File: src/rtl/stopwatch_pkg.sv
// stopwatch_pkg: FSM state encoding and default timing constants shared by the stopwatch control files
package stopwatch_pkg;
    typedef enum logic [1:0] {
        IDLE  = 2'b00,
        RUN   = 2'b01,
        PAUSE = 2'b10
    } sw_state_t;
    localparam int TICK_DIV_DEFAULT   = 100_000_000;
    localparam int DEB_CYCLES_DEFAULT = 1_000_000;
endpackage

File: src/rtl/stopwatch_btn_conditioner.sv
// btn_conditioner: 2-flop sync + debounce (DEB_CYCLES stable samples) + registered rise pulse; clk, rst in; btn_raw async in; press 1-cycle out
module btn_conditioner
    import stopwatch_pkg::*;
#(
    parameter int DEB_CYCLES = DEB_CYCLES_DEFAULT
) (
    input  logic clk,
    input  logic rst,
    input  logic btn_raw,
    output logic press
);
    localparam int CW = $clog2(DEB_CYCLES + 1);
    logic [1:0]    sync_q;
    logic [CW-1:0] cnt_q;
    logic          level_q, level_prev_q, press_q;
    logic          differ, done;
    assign differ = sync_q[1] != level_q;
    assign done   = cnt_q == CW'(DEB_CYCLES - 1);
    always_ff @(posedge clk) begin
        if (rst) begin
            sync_q       <= '0;
            cnt_q        <= '0;
            level_q      <= 1'b0;
            level_prev_q <= 1'b0;
            press_q      <= 1'b0;
        end else begin
            sync_q       <= {sync_q[0], btn_raw};
            cnt_q        <= (differ && !done) ? cnt_q + CW'(1) : '0;
            level_q      <= (differ && done) ? sync_q[1] : level_q;
            level_prev_q <= level_q;
            press_q      <= level_q & ~level_prev_q;
        end
    end
    assign press = press_q;
endmodule

File: src/rtl/stopwatch_ctrl.sv
// stopwatch_ctrl: IDLE/RUN/PAUSE FSM + tick prescaler; in clk rst btn_ss btn_rst [btn_lap]; out tick clr running state [hold]; SPLIT_EN adds lap/hold
module stopwatch_ctrl
    import stopwatch_pkg::*;
#(
    parameter int TICK_DIV   = TICK_DIV_DEFAULT,
    parameter int DEB_CYCLES = DEB_CYCLES_DEFAULT
) (
    input  logic       clk,
    input  logic       rst,
    input  logic       btn_ss,
    input  logic       btn_rst,
`ifdef SPLIT_EN
    input  logic       btn_lap,
    output logic       hold,
`endif
    output logic       tick,
    output logic       clr,
    output logic       running,
    output logic [1:0] state
);
    localparam int PW = $clog2(TICK_DIV);
    localparam logic [PW-1:0] LAST = PW'(TICK_DIV - 1);
    sw_state_t     state_q, state_d;
    logic [PW-1:0] presc_q, presc_d;
    logic          ss_press, rst_press;
    btn_conditioner #(.DEB_CYCLES(DEB_CYCLES)) u_ss (
        .clk(clk), .rst(rst), .btn_raw(btn_ss), .press(ss_press)
    );
    btn_conditioner #(.DEB_CYCLES(DEB_CYCLES)) u_rst (
        .clk(clk), .rst(rst), .btn_raw(btn_rst), .press(rst_press)
    );
    always_comb begin
        state_d = IDLE;
        presc_d = '0;
        if (!rst_press) begin
            case (state_q)
                IDLE:  state_d = ss_press ? RUN : IDLE;
                RUN: begin
                    state_d = ss_press ? PAUSE : RUN;
                    presc_d = (presc_q == LAST) ? '0 : presc_q + PW'(1);
                end
                PAUSE: begin
                    state_d = ss_press ? RUN : PAUSE;
                    presc_d = presc_q;
                end
                default: state_d = IDLE;
            endcase
        end
    end
    always_ff @(posedge clk) begin
        if (rst) begin
            state_q <= IDLE;
            presc_q <= '0;
        end else begin
            state_q <= state_d;
            presc_q <= presc_d;
        end
    end
    assign running = state_q == RUN;
    assign tick    = running && presc_q == LAST && !rst_press;
    assign clr     = rst_press;
    assign state   = state_q;
`ifdef SPLIT_EN
    logic lap_press, hold_q, hold_d;
    btn_conditioner #(.DEB_CYCLES(DEB_CYCLES)) u_lap (
        .clk(clk), .rst(rst), .btn_raw(btn_lap), .press(lap_press)
    );
    // toggles only while staying in RUN; any exit or reset press forces it low
    assign hold_d = state_q == RUN && state_d == RUN && (hold_q ^ lap_press);
    always_ff @(posedge clk) begin
        if (rst) begin
            hold_q <= 1'b0;
        end else begin
            hold_q <= hold_d;
        end
    end
    assign hold = hold_q;
`endif
endmodule
File: config.mk
export PLATFORM = sky130hd
export DESIGN_NAME = stopwatch_ctrl
export DESIGN_NICKNAME = d
export VERILOG_FILES = /design/src/rtl/stopwatch_pkg.sv /design/src/rtl/stopwatch_btn_conditioner.sv /design/src/rtl/stopwatch_ctrl.sv
export SDC_FILE = /design/constraint.sdc
export NUM_CORES = 1
export LEC_CHECK = 0
export ABC_AREA = 1
export CAP_MARGIN = 20
export CELL_PAD_IN_SITES_DETAIL_PLACEMENT = 1
export CELL_PAD_IN_SITES_GLOBAL_PLACEMENT = 1
export CORE_ASPECT_RATIO = 0.8
export CORE_MARGIN = 5
export CORE_UTILIZATION = 30
export CTS_BUF_LIST = sky130_fd_sc_hd__clkbuf_2
export DETAILED_ROUTE_END_ITERATION = 10
export PLACE_DENSITY = 0.56
export REMOVE_ABC_BUFFERS = 1
export SLEW_MARGIN = 10
export SYNTH_ARGS = -nofsm -noshare
export SYNTH_HDL_FRONTEND = slang
export SYNTH_SLANG_ARGS = --single-unit
File: constraint.sdc
create_clock -name clk -period 1.44 [get_ports clk]
set_input_delay 0.432 -clock clk [delete_from_list [all_inputs] [get_ports clk]]
set_output_delay 0.432 -clock clk [all_outputs]
set_load 0.1 [all_outputs]
==> results of run 1 <==
==> metal layers <==
metal / up-vias / routed length, um
met1: 2251 / 7560
li1: 2303 / -
met4: 0 / 212
met5: - / 0
met3: 19 / 259
met2: 24 / 7380
==> metrics by stage <==
step / instance area [um^2] / util / std cells / hold slack (ns) / power, mW
6_report: 6670 / 0.490 / 972 / 0.344 / 3.96
5_1_grt: 6670 / 0.490 / 972 / 0.290 / 4.12
4_1_cts: 6350 / 0.467 / 979 / 0.278 / 4.01
3_5_place_dp: 5350 / 0.394 / 920 / 0.384 / 2.32
3_3_place_gp: 5350 / 0.394 / 920 / 0.384 / 2.32
2_1_floorplan: 4100 / - / 617 / 0.373 / 2.27
==> layout make-up <==
class | instances | area (um^2) | share of cell area
well taps | 180 | 225 | 0.0338
flip-flops and latches | 79 | 1630 | 0.244
clock buffers | 9 | 45.0 | 0.00676
multi-input cells | 455 | 2860 | 0.428
repair buffers | 159 | 1480 | 0.222
clock inverters | 7 | 120 | 0.0180
inverters | 83 | 312 | 0.0467
==> kinds of logic (layout without fill, tap and decap cells) <==
logic type,after synthesis,in the layout,share of synthesized area
fa+ha+maj,3,3,0.00901
buf+inv,93,258,0.0916
simple gates,378,378,0.402
compound gates,45,45,0.0565
flops,79,79,0.380
xor+xnor,29,29,0.0610
==> flip-flops by register name, summed over array words and instances, names as in the netlist <==
signal / count
presc_q: 27
u_rst.cnt_q: 20
u_ss.cnt_q: 20
state: 2
u_rst.sync_q: 2
u_ss.sync_q: 2
u_rst.level_prev_q: 1
u_rst.level_q: 1
u_rst.press: 1
u_ss.level_prev_q: 1
u_ss.level_q: 1
u_ss.press: 1
==> what timing repair did <==
item / in CTS / in global routing
pin swaps: 27 / 46
gates resized for setup: 115 / 123
cloned: 5 / 1
setup buffers: 56 / 11
setup endpoints to repair: 74 / 74
hold buffers: 0 / 0
==> synth_stat cells, types with 2 or more instances <==
| master | number |
|---|---|
| nand2_1 | 144 |
| inv_1 | 81 |
| nor3_1 | 22 |
| a21oi_1 | 30 |
| nor2_2 | 16 |
| and2_1 | 3 |
| xor2_1 | 22 |
| dfxtp_1 | 79 |
| ha_1 | 3 |
| nand2_2 | 4 |
| xnor2_1 | 7 |
| nor2_4 | 2 |
| nand4_1 | 18 |
| nand3b_1 | 3 |
| nor2_1 | 111 |
| nor3_2 | 5 |
| nand3_1 | 47 |
| buf_2 | 2 |
| o21ai_0 | 10 |
| buf_4 | 6 |
==> cells in the final DEF (no fill, tap or decap), types with 5 or more instances in the layout <==
| master | synthesis | routed |
|---|---|---|
| buf_4 | 6 | 122 |
| nand2_1 | 144 | 116 |
| inv_1 | 81 | 77 |
| nor2_1 | 111 | 68 |
| dfxtp_1 | 79 | 48 |
| nor2_2 | 16 | 39 |
| nand3_1 | 47 | 32 |
| dfxtp_2 | 0 | 28 |
| nand2_2 | 4 | 24 |
| a21oi_2 | 1 | 23 |
| nor2_4 | 2 | 22 |
| xor2_1 | 22 | 19 |
| nand4_1 | 18 | 18 |
| buf_6 | 1 | 18 |
| nor3_2 | 5 | 15 |
| nand3_2 | 1 | 14 |
| o21ai_0 | 10 | 10 |
| nor3_1 | 22 | 9 |
| clkbuf_2 | 0 | 9 |
| buf_12 | 0 | 9 |
| nand2_4 | 0 | 8 |
| a21oi_1 | 30 | 8 |
| xnor2_1 | 7 | 7 |
| inv_2 | 1 | 5 |
==> power breakdown <==
group / switching (mW) / internal (mW)
sequential: 0.00395 / 2.19
clock: 0.886 / 0.753
combinational: 0.0594 / 0.0614
total: 0.950 / 3.01
==> worst reg2reg max path, stage by stage, from the launching register on <==
cell and delay [ns]:
dfxtp_2 0.41, ha_4 0.14, inv_2 0.04, nor2_4 0.12
nand2_2 0.09, nor2_2 0.11, nand2_2 0.08, buf_4 0.13
buf_4 0.12, buf_4 0.13, buf_4 0.12, buf_4 0.12
buf_4 0.12, buf_4 0.12, buf_4 0.12, buf_4 0.12
buf_6 0.11, nand3_2 0.07, nand2_2 0.07, nand2_2 0.08
nor2_2 0.03
==> path summary, 6_finish.rpt <==
| check | from | endpoint | slack, ns | cells past startpoint |
|---|---|---|---|---|
| setup / recovery | presc_q[0] | presc_q[20] | -1.02 | 20 |
| hold / removal | btn_rst | u_rst.sync_q[0] | 0.34 | 3 |
| hold reg to reg | u_ss.level_prev_q | u_ss.press | 0.40 | 1 |
| setup reg to reg | presc_q[0] | presc_q[20] | -1.02 | 20 |
==> flow_summary.toml, run 1 <==
[clocking]
htreeDepth = 3
cts.sinks = 79
cts_tree = "done"
root_buffer = "clkbuf_2"
cts_inserted_buffers = 9
clk-insertion-delay-late_ns = 0.61
cts_buffer_depth = 2
clk_pin_slew_ns = 0.26

[synth]
synth-edff-count = 0
synth-async-reset-ratio = 0
syn_area_um2 = 4170
yosys.area.top_type_share = 0.380
ys.flop_type = "dfxtp_1"
ys_warn_count = 0
ys_ff_latch = 79
synth_cells = 627
synth_cell_types = 32
synthTopCellsByArea = "dfxtp_1 (38%), nand2_1 (13%), nor2_1 (10%)"
avgSynthCellArea_um2 = 6.65
yosys.area.top_type = "dfxtp_1"
ys_seq_area_frac = 0.380

[placed_design]
dpl.hpwl_um = 10500
gp_congestion = 0.831
numPortBuffers = 8
dp_slack_ns = -0.571

[status]
status = "finished with violations"
violations = "negative setup slack"

[routing]
drtPass1Iterations = 4
drt_iter0_drc = 148
wire_per_inst_um = 15.9
final_antenna_net_count = 0
drc_errors = 0
wirelength_um = 15400
vias = 4597
viasPerCell = 4.73

[timing]
rsz0062_at_grt = "true"
setup-tns-final_ns = -8.23
fmax_ghz = 0.406
slew_violations = 0
timing.final.ws_setup_ns = -1.02
fin_crit_ns = 2.46
clock_skew_ns = 0.0354
setup_violations = 57
timing.final.crit_share = 1.71
worst_pin_slew_ns = 0.312
hold_viol_final = 0
relSlewSlack = 0.792

[critical_path]
crit_arrival_ns = 3.02
critical-path-max-stage-delay_ns = 0.41
required_ns = 2.00
cp_max_fo = 2
cp_top_family = "buffers and inverters"
crit_type = "reg -> reg"
critPathLaunchType = "flip-flop"
critPathBufInv = 11
crit_chain = "ha_4 > inv_2 > nor2_4 > nand2_2 > nor2_2 > nand2_2 > buf_4 > buf_4 > buf_4 > buf_4 > buf_4 > buf_4 > buf_4 > buf_4 > buf_4 > buf_6 > nand3_2 > nand2_2 > nand2_2 > nor2_2"
endpoint_kind = "flip-flop"
critPathMostFrequentCell = "buf_4"
slowest_stage = "dfxtp_2"

[layout]
diodes = 0
drive_above_1_share = 0.463
fillerInstances = 1735
fin_nets = 794
area_growth_pct = 60.0

[power]
powerDensity_nw_per_um2 = 594
p_leak_nw = 2.56
ir_drop_v = 0.000381

[floorplan]
rows = 38
die-area_um2 = 16400
core-area_um2 = 13600
die_w_um = 142
ios = 9
initial_core_util = 0.306
die_y_um = 115

[global_route]
use_met3 = 0.0416
met1_usage = 0.262
grt_use_met2 = 0.320
overflow = 0
grt_pass1_vias = 4927
grt_pass1_wl_um = 25200
grt_max_degree = 15
antenna_found_initial = 0
gr-usage-all-layers = 0.196
grt_busiest_layer = "met2"

[worst_hold_path]
hold_class = "in -> reg"

[run]
drv_cap = 0
(Power assumes the default switching activity.)
==> inputs of run 2 (changes only) <==
--- a/config.mk
+++ b/config.mk
@@ -9,13 +9,12 @@
 export CAP_MARGIN = 20
 export CELL_PAD_IN_SITES_DETAIL_PLACEMENT = 1
 export CELL_PAD_IN_SITES_GLOBAL_PLACEMENT = 1
-export CORE_ASPECT_RATIO = 0.8
+export CORE_ASPECT_RATIO = 1.2
 export CORE_MARGIN = 5
 export CORE_UTILIZATION = 30
 export CTS_BUF_LIST = sky130_fd_sc_hd__clkbuf_2
 export DETAILED_ROUTE_END_ITERATION = 10
 export PLACE_DENSITY = 0.56
-export REMOVE_ABC_BUFFERS = 1
 export SLEW_MARGIN = 10
 export SYNTH_ARGS = -nofsm -noshare
 export SYNTH_HDL_FRONTEND = slang
==> flow_summary.toml, run 2 (same netlist as run 1, synthesis figures left out) <==
[critical_path]
required_ns = 1.01
crit_type = "reg -> out"
endpoint_kind = "primary output"
critPathLaunchType = "flip-flop"
ff2ff_setup_slack_ns = -0.67
crit_arrival_ns = 1.89
cp-startpoint = "presc_q[1]"
cp_max_fo = 2
r2r_start = "presc_q[1]"

[timing]
worst_pin_slew_ns = 0.343
setup_violations = 60
slew_violations = 0
timing.final.crit_share = 1.61
fin_crit_ns = 2.32
timing.final.ws_setup_ns = -0.878
clock_skew_ns = 0.0367
fmax_ghz = 0.431
relSlewSlack = 0.770
rsz0062_at_grt = "true"
fin_hold_ws_ns = 0.347
setup-tns-final_ns = -12.23
hold_viol_final = 0

[routing]
final_antenna_net_count = 0
wire_per_inst_um = 15.0
drtPass1Iterations = 5
vias = 4544
wirelength_um = 14300
viasPerCell = 4.77
drc_errors = 0
drt_iter0_drc = 112

[floorplan]
initial_core_util = 0.304
core-area_um2 = 13700
die_y_um = 139
rows = 47
die_w_um = 118
ios = 9
die-area_um2 = 16400

[layout]
area_growth_pct = 55.1
top_regs = "presc_q: 27 flops, u_rst.cnt_q: 20 flops, u_ss.cnt_q: 20 flops"
layout.cells.most_common = "nand2_1"
largest_reg_flops = 27
top_register = "presc_q"
fin_nets = 783
final_cell_mix = "nand2_1 (116), buf_4 (110), inv_1 (73)"
drive_above_1_share = 0.464
final_cells = 953
final_util = 0.472

[placed_design]
gp_congestion = 0.859
dpl.hpwl_um = 10200
numPortBuffers = 8
dp.cells = 905

[clocking]
cts_tree = "done"
htreeDepth = 3
root_buffer = "clkbuf_2"
clk-insertion-delay-late_ns = 0.57
cts.sinks = 79
cts_buffer_depth = 2
cts_hold_buf = 0
clk_pin_slew_ns = 0.24
cts_inserted_buffers = 9

[run]
drv_cap = 0

[power]
powerDensity_nw_per_um2 = 521
ir_drop_v = 0.000434
p_leak_nw = 2.51

[worst_hold_path]
hp-start = "btn_ss"
hold_class = "in -> reg"

[status]
violations = "negative setup slack"
status = "finished with violations"

[global_route]
overflow = 0
grt_max_degree = 13
antenna_found_initial = 1
grt_pass1_vias = 4917
gr-usage-all-layers = 0.174
grt_pass1_wl_um = 23200

[synth]
synthesis.nets = 634
[run 2: changes by cell type in the layout (fill, tap and decap cells not counted), moves of 3 or more]
cell,previous run,this run
xor2_1,19,22
xor2_2,3,0
dfxtp_2,28,32
nor2_4,22,17
clkbuf_2,9,14
inv_2,5,9
nor2_2,39,45
inv_1,77,73
bufinv_16,3,0
dfxtp_1,48,42
buf_4,122,110
[run 2: layout make-up]
type | count | area, um^2
Fill cell | 1738 | 7240
Multi-Input combinational cell | 455 | 2830
Sequential cell | 79 | 1640
Timing Repair Buffer | 148 | 1390
Inverter | 83 | 312
Tap cell | 171 | 214
Clock buffer | 14 | 70.1
Clock inverter | 2 | 7.51
Antenna cell | 1 | 2.50
[run 2: through the flow]
step	area (um^2)	setup slack (ns)	total power [mW]
after CTS	6070	-0.973	3.42
final	6460	-0.878	3.37
after global routing	6460	-0.998	3.54
after floorplan	4210	-1.07	2.27
after detailed placement	5350	-0.450	2.31
after global placement	5350	-0.428	2.31
[run 2: final timing paths]
| path | endpoint | depth (start not counted) |
|---|---|---|
| worst max-delay path | tick | 8 |
| worst min-delay path | u_ss.sync_q[0] | 3 |
| worst max register to register | presc_q[20] | 16 |
| worst min register to register | u_rst.press | 1 |
[run 2: worst max-delay path, stage by stage (launching register included)]
cell and delay [ns]:
dfxtp_2 0.42, ha_4 0.15, inv_2 0.04, nor2_4 0.08, nand2_2 0.08, nor2_2 0.11, nand2_2 0.09, nor3_4 0.15
buf_12 0.20
[run 2: metal layers]
metal  up-vias  GRT usage  routed length (um)
li1       2280          -                   -
met1      2197      0.184                5730
met2        41      0.333                7920
met3        26     0.0224                 202
met4         0     0.0845                 436
met5         -          0                   0
[run 2: repair_timing]
item	4_1_cts	5_1_grt
gates cloned	4	3
gates resized for setup	115	115
pin swaps	33	34
endpoints found under the setup margin	73	74
buffers inserted	25	12
[run 2: where the power goes]
| group | total (mW) | internal (mW) | switching [mW] |
|---|---|---|---|
| logic | 0.107 | 0.0524 | 0.0543 |
| clock network | 1.07 | 0.254 | 0.819 |
| registers | 2.19 | 2.19 | 0.00393 |
==> inputs of run 3 (changes only) <==
--- a/config.mk
+++ b/config.mk
@@ -14,6 +14,7 @@
 export CORE_UTILIZATION = 30
 export CTS_BUF_LIST = sky130_fd_sc_hd__clkbuf_2
 export DETAILED_ROUTE_END_ITERATION = 10
+export GPL_TIMING_DRIVEN = 0
 export PLACE_DENSITY = 0.56
 export SLEW_MARGIN = 10
 export SYNTH_ARGS = -nofsm -noshare
==> flow_summary.toml, run 3 (same netlist as run 1, synthesis figures left out) <==
[status]
status = "finished with violations"
violations = "negative setup slack"

[power]
p_seq_frac = 0.662
p_leak_nw = 2.09
ir_drop_v = 0.000290
pwr-share-comb = 0.026
power.share.clock = 0.312
swShare = 0.260
p_sw_mw = 0.853
powerDensity_nw_per_um2 = 546
internal_power_mw = 2.42

[placed_design]
numPortBuffers = 7
dp.cells = 805
dp_slack_ns = -1.64
gp_congestion = 0.805
dpl.hpwl_um = 9240

[global_route]
grt_pass1_wl_um = 22300
grt_pass1_vias = 4595
grt_max_degree = 13
antenna_found_initial = 1
gr-usage-all-layers = 0.168
overflow = 0

[routing]
vias = 4292
drtPass1Iterations = 4
wire_per_inst_um = 15.9
viasPerCell = 4.87
drc_errors = 0
wirelength_um = 14000
final_antenna_net_count = 0
drt_iter0_drc = 184

[run]
drv_cap = 0

[layout]
fin_nets = 713
final_util = 0.438
fillerInstances = 1693
largest_reg_flops = 27
area_growth_pct = 44.1
top_regs = "presc_q: 27 flops, u_rst.cnt_q: 20 flops, u_ss.cnt_q: 20 flops"
drive_above_1_share = 0.407
layout.cells.most_common = "nand2_1"
top_register = "presc_q"
final_cells = 882
final_cell_mix = "nand2_1 (122), inv_1 (76), nor2_1 (68)"

[critical_path]
critPathBufInv = 2
endpoint_kind = "primary output"
cp_max_fo = 2
required_ns = 1.01
critical-path-max-stage-delay_ns = 0.41
critPathLaunchType = "flip-flop"
cp_top_family = "simple AND/OR/NAND/NOR gates"
crit_arrival_ns = 1.87
crit_type = "reg -> out"
slowest_stage = "dfxtp_2"
crit_chain = "ha_4 > inv_2 > nor2_4 > nand2_2 > nor2_4 > nand2_2 > nor3_4 > buf_12"

[clocking]
cts_inserted_buffers = 9
cts_buffer_depth = 2
cts.sinks = 79
clk_pin_slew_ns = 0.22
root_buffer = "clkbuf_2"
clk-insertion-delay-late_ns = 0.55
cts_tree = "done"
htreeDepth = 3

[timing]
rsz0062_at_grt = "true"
timing.final.crit_share = 1.60
timing.final.ws_setup_ns = -0.860
worst_pin_slew_ns = 0.407
fmax_ghz = 0.435
setup-tns-final_ns = -9.50
fin_hold_ws_ns = 0.186
relSlewSlack = 0.726
slew_violations = 0
hold_viol_final = 0
clock_skew_ns = 0.0300
fin_crit_ns = 2.30
setup_violations = 67

[floorplan]
core-area_um2 = 13700
die-area_um2 = 16400
die_w_um = 118
initial_core_util = 0.304
die_y_um = 139
ios = 9
rows = 47

[synth]
synthesis.nets = 634

[worst_hold_path]
hold_class = "in -> reg"
==> run 3: final timing paths <==
kind / startpoint / endpoint / slack, ns / cells after the start
setup / recovery: presc_q[1] / tick / -0.86 / 8
hold reg to reg: u_rst.level_prev_q / u_rst.press / 0.37 / 1
hold / removal: rst / u_rst.press / 0.19 / 2
setup reg to reg: presc_q[1] / presc_q[20] / -0.85 / 17
==> run 3: cell type report <==
| cell class | count | area [um^2] | area share |
|---|---|---|---|
| multi-input cells | 455 | 2940 | 0.490 |
| diodes | 1 | 2.50 | 0.000417 |
| plain buffers | 9 | 100 | 0.0167 |
| well taps | 171 | 214 | 0.0356 |
| clock inverters | 3 | 12.5 | 0.00208 |
| clock buffers | 12 | 60.1 | 0.0100 |
| flip-flops and latches | 79 | 1680 | 0.279 |
| inverters | 83 | 314 | 0.0523 |
| repair buffers | 69 | 679 | 0.113 |
==> run 3: power by group through the flow <==
stage,sequential [mW],combinational (mW),clock (mW)
6_report,2.17,0.0863,1.02
5_1_grt,2.17,0.0935,1.18
4_1_cts,2.19,0.0859,1.10
3_5_place_dp,2.24,0.0514,0
3_3_place_gp,2.24,0.0505,0
2_1_floorplan,2.24,0.0307,0
==> run 3: stage by stage <==
step | area, um^2 | power, mW
finish | 6000 | 3.28
CTS | 5350 | 3.37
floorplan | 4210 | 2.27
detailed placement | 4490 | 2.29
global route | 6000 | 3.44
global placement | 4490 | 2.29
==> run 3: routing by layer <==
| metal | up-vias | share of wire | global-route usage |
|---|---|---|---|
| met2 | 44 | 0.55 | 0.318 |
| li1 | 2136 | - | - |
| met1 | 2085 | 0.40 | 0.181 |
| met3 | 27 | 0.016 | 0.0245 |
| met4 | 0 | 0.032 | 0.0767 |
| met5 | - | 0 | 0 |
==> run 3: what timing repair did <==
item                       in CTS  in global routing
hold buffers                    0                  0
cloned                          5                  1
setup endpoints to repair      74                 74
gates resized for setup       164                145
setup buffers                  42                 19
pin swaps                      18                 38
